`src/rtl/reg_access_pkg.sv`:
```
// Shared types for the register access sequencer: FSM states and the queued command format.
package reg_access_pkg;

  typedef enum logic [1:0] {
    IDLE    = 2'd0,
    ISSUE   = 2'd1,
    RD_WAIT = 2'd2,
    RESP    = 2'd3
  } state_t;

  typedef struct packed {
    logic       wr;
    logic [2:0] addr;
    logic [1:0] data;
  } cmd_t;

  localparam int CMD_W = $bits(cmd_t);

endpackage

```
`src/rtl/reg_access_fifo.sv`:
```
// Synchronous command FIFO with extra-MSB pointers; head entry is visible combinationally.
module reg_access_fifo
  import reg_access_pkg::*;
#(
  parameter int DEPTH = 4
) (
  input  logic             CLK,
  input  logic             RST_N,
  input  logic             push,
  input  logic [CMD_W-1:0] push_cmd,
  input  logic             pop,
  output logic             full,
  output logic             empty,
  output logic [CMD_W-1:0] head
);

  localparam int AW = $clog2(DEPTH);
  localparam logic [AW:0] PTR_ONE = 1;

  cmd_t        mem [DEPTH];
  logic [AW:0] wr_ptr_reg;
  logic [AW:0] rd_ptr_reg;
  logic        push_ok;
  logic        pop_ok;

  // Full when the wrap bits differ but the slot indices coincide.
  assign full    = (wr_ptr_reg[AW] != rd_ptr_reg[AW]) &&
                   (wr_ptr_reg[AW-1:0] == rd_ptr_reg[AW-1:0]);
  assign empty   = (wr_ptr_reg == rd_ptr_reg);
  assign push_ok = push && !full;
  assign pop_ok  = pop && !empty;
  assign head    = mem[rd_ptr_reg[AW-1:0]];

  always_ff @(posedge CLK) begin
    if (push_ok) begin
      mem[wr_ptr_reg[AW-1:0]] <= cmd_t'(push_cmd);
    end
  end

  always_ff @(posedge CLK or negedge RST_N) begin
    if (!RST_N) begin
      wr_ptr_reg <= '0;
      rd_ptr_reg <= '0;
    end else begin
      if (push_ok) wr_ptr_reg <= wr_ptr_reg + PTR_ONE;
      if (pop_ok)  rd_ptr_reg <= rd_ptr_reg + PTR_ONE;
    end
  end

endmodule

```
`src/rtl/reg_access_seq.sv`:
```
// Queues host register commands and replays them as single-cycle WRITE/READ strobes,
// returning read data through a ready/valid response port.
module reg_access_seq
  import reg_access_pkg::*;
#(
  parameter int FIFO_DEPTH = 4,
  parameter int RD_LAT     = 1
) (
  input  logic       CLK,
  input  logic       RST_N,
  input  logic       CMD_VALID,
  output logic       CMD_READY,
  input  logic       CMD_WR,
  input  logic [2:0] CMD_ADDR,
  input  logic [1:0] CMD_DATA,
  output logic       WRITE,
  output logic       READ,
  output logic [2:0] ADDR,
  output logic [1:0] WRITE_DATA,
  input  logic [1:0] READ_DATA,
  output logic       RSP_VALID,
  input  logic       RSP_READY,
  output logic [2:0] RSP_ADDR,
  output logic [1:0] RSP_DATA
);

  localparam logic [1:0] LAT_LAST = 2'(RD_LAT - 1);

  state_t     state_reg, state_next;
  logic [1:0] cnt_reg, cnt_next;
  logic       op_wr_reg;
  logic [2:0] addr_reg;
  logic [1:0] wdata_reg;
  logic [2:0] rsp_addr_reg;
  logic [1:0] rsp_data_reg;

  logic       fifo_full;
  logic       fifo_empty;
  logic       fifo_pop;
  logic       capture;
  cmd_t       cmd_in;
  cmd_t       head_cmd;
  logic [CMD_W-1:0] head_bits;

  assign cmd_in   = '{wr: CMD_WR, addr: CMD_ADDR, data: CMD_DATA};
  assign head_cmd = cmd_t'(head_bits);

  reg_access_fifo #(
    .DEPTH (FIFO_DEPTH)
  ) u_fifo (
    .CLK      (CLK),
    .RST_N    (RST_N),
    .push     (CMD_VALID),
    .push_cmd (cmd_in),
    .pop      (fifo_pop),
    .full     (fifo_full),
    .empty    (fifo_empty),
    .head     (head_bits)
  );

  assign CMD_READY  = !fifo_full;
  assign ADDR       = addr_reg;
  assign WRITE_DATA = wdata_reg;
  assign RSP_VALID  = (state_reg == RESP);
  assign RSP_ADDR   = rsp_addr_reg;
  assign RSP_DATA   = rsp_data_reg;

  always_comb begin
    state_next = state_reg;
    cnt_next   = cnt_reg;
    fifo_pop   = 1'b0;
    capture    = 1'b0;
    WRITE      = 1'b0;
    READ       = 1'b0;
    case (state_reg)
      IDLE: begin
        if (!fifo_empty) begin
          fifo_pop   = 1'b1;
          state_next = ISSUE;
        end
      end
      ISSUE: begin
        WRITE      = op_wr_reg;
        READ       = !op_wr_reg;
        cnt_next   = 2'd0;
        state_next = op_wr_reg ? IDLE : RD_WAIT;
      end
      RD_WAIT: begin
        // The final wait cycle is exactly RD_LAT cycles after the READ strobe.
        if (cnt_reg == LAT_LAST) begin
          capture    = 1'b1;
          state_next = RESP;
        end else begin
          cnt_next = cnt_reg + 2'd1;
        end
      end
      RESP: begin
        if (RSP_READY) state_next = IDLE;
      end
      default: state_next = IDLE;
    endcase
  end

  always_ff @(posedge CLK or negedge RST_N) begin
    if (!RST_N) begin
      state_reg    <= IDLE;
      cnt_reg      <= 2'd0;
      op_wr_reg    <= 1'b0;
      addr_reg     <= 3'd0;
      wdata_reg    <= 2'd0;
      rsp_addr_reg <= 3'd0;
      rsp_data_reg <= 2'd0;
    end else begin
      state_reg <= state_next;
      cnt_reg   <= cnt_next;
      if (fifo_pop) begin
        op_wr_reg <= head_cmd.wr;
        addr_reg  <= head_cmd.addr;
        wdata_reg <= head_cmd.data;
      end
      if (capture) begin
        rsp_addr_reg <= addr_reg;
        rsp_data_reg <= READ_DATA;
      end
    end
  end

endmodule

```
`config.mk`:
```
export PLATFORM = sky130hd
export DESIGN_NAME = reg_access_seq
export DESIGN_NICKNAME = d
export VERILOG_FILES = /design/src/rtl/reg_access_pkg.sv /design/src/rtl/reg_access_fifo.sv /design/src/rtl/reg_access_seq.sv
export SDC_FILE = /design/constraint.sdc
export NUM_CORES = 1
export LEC_CHECK = 0
export CORE_UTILIZATION = 54
export DETAILED_ROUTE_END_ITERATION = 8
export PLACE_DENSITY = 0.78
export SETUP_SLACK_MARGIN = 0.4
export SLEW_MARGIN = 20
export SYNTH_ARGS = -nofsm -noshare
export SYNTH_HDL_FRONTEND = slang
export SYNTH_SLANG_ARGS = --single-unit
```
`constraint.sdc`:
```
create_clock -name CLK -period 2.05 [get_ports CLK]
set_input_delay 0.205 -clock CLK [delete_from_list [all_inputs] [get_ports CLK]]
set_output_delay 0.205 -clock CLK [all_outputs]
set_load 0.005 [all_outputs]
```
Word level (Yosys, flattened, before mapping)
Memory sizes are Yosys's and may differ from the RTL's. A register that Yosys moved wholly into a read port is not among the register bits.
Index checks and enable logic that the tools add are counted.
{ "totals": {"regBits": 15, "ram_bits": 24, "inputBits": 12, "output_inout_bits": 14, "word_cells": 47, "mem_count": 1} }
{ "op_classes": {"addsub": 3, "eq_ne": 10, "n_mux": 15, "reduce_logical": 12} }
{ "memory_table": {"columns": ["name", "words", "word_bits", "rd", "rd_ports_with_merged_regs", "write_ports", "line", "rtl"], "rows": [
  ["u_fifo.mem", 4, 6, 1, 1, 1, "reg_access_fifo.sv:20", "cmd_t mem [DEPTH];"]
]} }
{ "op_table": {"columns": ["op", "n"], "rows": [
  ["2-bit 2-to-1 mux", 5],
  ["1-bit 2-to-1 mux", 8],
  ["2-bit one-hot mux with 4 select lines", 1],
  ["3-bit by 1-bit adder with 3-bit output, second input constant", 2],
  ["2-bit != test, second input constant", 3],
  ["2-bit == test, second input constant", 2],
  ["1-bit logical NOT", 4],
  ["2-bit logical NOT", 2],
  ["2-bit one-hot mux with 2 select lines", 1],
  ["3-bit == test", 1],
  ["1-bit logical AND", 3],
  ["3-bit AND reduction", 1],
  ["2-bit by 1-bit adder with 2-bit output, second input constant", 1],
  ["2-bit by 1-bit == test with 1-bit output, second input constant", 1],
  ["2-bit == test", 1],
  ["2-bit by 1-bit != test with 1-bit output, second input constant", 1],
  ["2-bit AND reduction", 1],
  ["2-bit nonzero test", 1],
  ["1-bit != test", 1]
]} }

Depth between registers and ports, before layout
{ "logic_depth": {"word_depth": 6, "depth_mapped": 5, "depth_no_buf": 5} }

Cells and area by module
From an unflattened synthesis, not the netlist that was laid out.
{ "hier_totals": {"cells_unflattened": 134, "hier_area_um2": 2053.2} }
{ "by_module_without_submodules": {"columns": ["module", "instances", "cells_each", "area_each_um2", "seq_area_each_um2"], "rows": [
  ["reg_access_fifo", 1, 83, 1382.6, 870.8],
  ["reg_access_seq", 1, 51, 670.6, 375.4]
]} }

Least setup slack after synthesis
No wires, ideal clock.
{ "synth_timing": {"path_type": "reg-to-reg", "start": "reg u_fifo.rd_ptr_reg[0]", "end": "mem u_fifo.mem[0][0] (netlist name), enable pin", "setup_time_ns": 0.320, "t_arrival_ns": 1.271, "slack_ns": 0.459, "path_stages_with_launch": 5, "cell_sequence": "dfrtp_1 -> buf_6 -> xnor2_1 -> a31oi_1 -> and2_1"} }
{ "synth_via": {"elab_chain_cells": 6} }
{ "synth_lines": {"columns": ["element", "line", "rtl"], "rows": [
  ["from (decl)", "reg_access_fifo.sv:22", "logic [AW:0] rd_ptr_reg;"],
  ["from (signal assigned)", "reg_access_fifo.sv:46", "if (pop_ok) rd_ptr_reg <= rd_ptr_reg + PTR_ONE;"],
  ["2-bit == test", "reg_access_fifo.sv:28", "(wr_ptr_reg[AW-1:0] == rd_ptr_reg[AW-1:0]);"],
  ["1-bit logical AND", "reg_access_fifo.sv:27", "assign full = (wr_ptr_reg[AW] != rd_ptr_reg[AW]) &&"],
  ["1-bit logical NOT", "reg_access_fifo.sv:30", "assign push_ok = push && !full;"],
  ["1-bit logical AND", "reg_access_fifo.sv:30", null],
  ["1-bit 2-to-1 mux", "reg_access_fifo.sv:35", "if (push_ok) begin"],
  ["1-bit 2-to-1 mux (not written as such)", "reg_access_fifo.sv:36", "mem[wr_ptr_reg[AW-1:0]] <= cmd_t'(push_cmd);"],
  ["to (decl)", "reg_access_fifo.sv:20", null]
]} }
Every way passes these cells.

Worst setup path in the final report
{ "layout_timing": {"start": "reg u_fifo.rd_ptr_reg[1]", "end": "reg addr_reg[1], in the netlist ADDR[1] (read register of u_fifo.mem)"} }
{ "layout_via": {"elab_chain_cells": 3} }
{ "layout_lines": {"columns": ["element", "line", "rtl"], "rows": [
  ["3-bit == test", "reg_access_fifo.sv:29", "assign empty = (wr_ptr_reg == rd_ptr_reg);"],
  ["1-bit 2-to-1 mux", "reg_access_seq.sv:77", "if (!fifo_empty) begin"],
  ["1-bit 2-to-1 mux", "reg_access_seq.sv:75", "case (state_reg)"],
  ["to (decl)", "reg_access_seq.sv:32", "logic [2:0] addr_reg;"]
]} }
Several ways; a longest one is shown, not always the timed one.
A chain may end at the register's enable or synchronous reset.

==> impl_metrics.yaml <==
yosys:
  yosys-top-cells-count: "24 x edfxtp_1, 21 x dfrtp_1, 7 x inv_1, 7 x mux2_2, 7 x mux2_4"
  synth_seq_cells: 45
  async_flop_share: 0.4667
  ys_warn_count: 0
  synthFlopType: "edfxtp_1"
  synth_top_area_frac: 0.3678
  ys_seq_area_frac: 0.6360
  syn_inst: 115
  synthMostInstantiatedCell: "edfxtp_1"
  synth_top_family_by_area: "multiplexers"
  syn-cell-area_um2: 1959
  synth_top_cell_by_area: "edfxtp_1"
  ys_types: 26
  yosys.area_share.simple: 0.03895
  synth_nets: 133
  synth_edf_count: 24
  avgSynthCellArea_um2: 17.04
  synth-xor-area-share: 0.04023
  synthAdderAreaFrac: 0.03831
  muxShareOfSynthArea: 0.1743
  synth-compound-area-share: 0.03959
  synth.area.top_cells: "edfxtp_1 37%, dfrtp_1 27%, mux4_1 8.0%, mux2_4 5.4%, mux2_2 4.0%"
sta:
  hold_ws_ps: 174.9
  fin_crit_ps: 1682
  period_share: 0.8203
  slew_viol_final: 0
  worst_slew_pin_slew_ps: 400.8
  max_freq_mhz: 594.6
  hold_viol_final: 0
  tns_ps: 0
  rsz0062_at_grt: "yes"
  slew_headroom: 0.7294
  finalSetupViolations: 0
  clock_skew_ps: 13.89
detailed_routing:
  drcViolationCount: 0
  drt-vias-per-instance: 5.478
  wl_um: 3227
  dr.pass1.iters: 4
  wl_per_cell_um: 15.59
  first_iter_violations: 37
  num_vias: 1134
  drt.antenna.violating_nets: 0
placed_design:
  port_buffers: 25
  hpwl_um: 2163
  place_congestion: 0.7034
setup_path:
  path_max_fanout: 8
  crit_arrival_ps: 1930
  critPathRequiredTime_ps: 2290
  crit_path_frequent_cell: "buf_6"
  crit_family: "flip-flops"
  startpoint_type: "flop"
  worst_path_max_delay_cell: "dfrtp_2"
  worstPathCellList: "buf_6, xor2_1, o31a_1, buf_6, mux2_4"
  crit_path_end_kind: "flop"
  max_stage_delay_ps: 470
  crit_type: "reg -> reg"
  cp_num_buf_inv: 2
pwr:
  irDropWorstVdd_uv: 730.7
  p_leak_nw: 1.028
  finalPower_mw: 3.715
  p_per_area_nw_per_um2: 1499
final_layout:
  antenna_cells: 0
  nets: 178
  final_core_utilization: 0.7256
  drive_gt1_frac: 0.3354
  largest_register_ffs: 24
  syn2layout_area_growth_pct: 26.50
floorplan:
  rows: 21
  die_w_um: 62.24
  die_area_um2: 3873
  start_util: 0.5736
  pin_count: 26
  die_h_um: 62.24
  coreArea_um2: 3416
grt:
  grt_start_max_net_pins: 22
  grt_pass1_wl_um: 5457
  antenna_found_initial: 0
  grt_remaining_overflow: 0
  globalRouteTotalUtil: 0.1855
  grt_pass1_vias: 1104
clock_network:
  h-tree-depth: 2
  cts.sinks: 45
  cts_tree: "yes"
  cts_root_buf: "clkbuf_4"
  holdBufCountCts: 0
  cts_buffers: 5
  path_clk_slew_ps: 150
  clock_latency_ps: 350
  clock_path_buffers: 2
hold_path:
  holdCritPathClass: "in -> async"
status:
  status: "complete, no violations"
flow_run:
  max-cap-violations: 0
layer usage:
metal  GRT usage  wire (µm)  up-vias
met1      0.2535       1543      569
met2      0.2995       1543       36
met4     0.06977         33        0
li1            -          -      524
met3     0.03309        106        5
met5           0          0        -
final cells by class:
class                   instances  area (µm²)
clock buffers                   5       37.54
clock inverters                 3       25.02
fillers                       220       937.1
inverters                       7       26.28
multi-input cells              58       689.4
flip-flops and latches         45        1252
well taps                      46       57.56
repair buffers                 43       390.4
cell families after synthesis:
group	Yosys count
buf+inv	12
simple gates	13
xor+xnor	9
compound gates	10
fa+ha+maj	6
mux	20
flops	45
cells in the final DEF, fill, tap and decap left out, drive strengths merged:
master | netlist | layout
mux4 | 6 | 6
or4 | 1 | 1
a31oi | 2 | 2
a22o | 4 | 4
inv | 7 | 9
clkbuf | 2 | 5
xor2 | 5 | 5
o31a | 1 | 1
dlygate4sd2 | 0 | 2
edfxtp | 24 | 24
buf | 3 | 18
dfrtp | 21 | 21
clkdlybuf4s15 | 0 | 1
and2 | 4 | 4
xnor2 | 4 | 4
nor2 | 2 | 2
clkinvlp | 0 | 1
and3b | 1 | 1
nand3 | 1 | 1
o311ai | 1 | 1
a21oi | 1 | 1
ha | 6 | 6
nand2 | 2 | 2
mux2 | 14 | 14
clkdlybuf4s50 | 0 | 22
nor3b | 1 | 1
a21o | 1 | 1
nand3b | 1 | 1
repair_timing:
item | CTS | global route
gates resized for setup | 13 | 7
buffers inserted | 8 | 6
setup endpoints to repair | 23 | 28
cloned | 0 | 0
pin swaps | 2 | 4
metrics by stage:
stage / instance area, µm² / setup slack [ps] / cells
after floorplan: 1959 / 459.2 / 115
after global placement: 2260 / 272.1 / 185
after detailed placement: 2260 / 180.4 / 185
after CTS: 2419 / 381.5 / 201
after global routing: 2479 / 338.5 / 207
final: 2479 / 368.3 / 207
worst register-to-register path: cells and delay by family, from the launching register on:
kind	cells	cell delay (ps)
DFF	1	470
muxes	1	300
AOI/OAI and AO/OA	1	330
buffers and inverters	2	310
xor gates and xnor gates	1	180
where the power goes:
group | internal [mW] | switching (mW) | total [mW]
Sequential | 1.29 | 0.186 | 1.47
Clock | 0.143 | 0.294 | 0.437
Combinational | 1.10 | 0.702 | 1.81
Total | 2.53 | 1.18 | 3.72
worst paths after layout:
check | cells past startpoint | start | slack [ps] | end
min in group CLK | 2 | READ_DATA[0] | 470 | RSP_DATA[0]
worst max-delay path | 5 | u_fifo.rd_ptr_reg[1] | 370 | ADDR[1]
worst max register to register | 5 | u_fifo.rd_ptr_reg[1] | 370 | ADDR[1]
worst min-delay path | 2 | RST_N | 170 | cnt_reg[1]
max in group asynchronous | 2 | RST_N | 1630 | u_fifo.wr_ptr_reg[1]
worst min register to register | 1 | RSP_ADDR[1] | 520 | RSP_ADDR[1]
No activity file was read; power rests on OpenSTA's default activity.
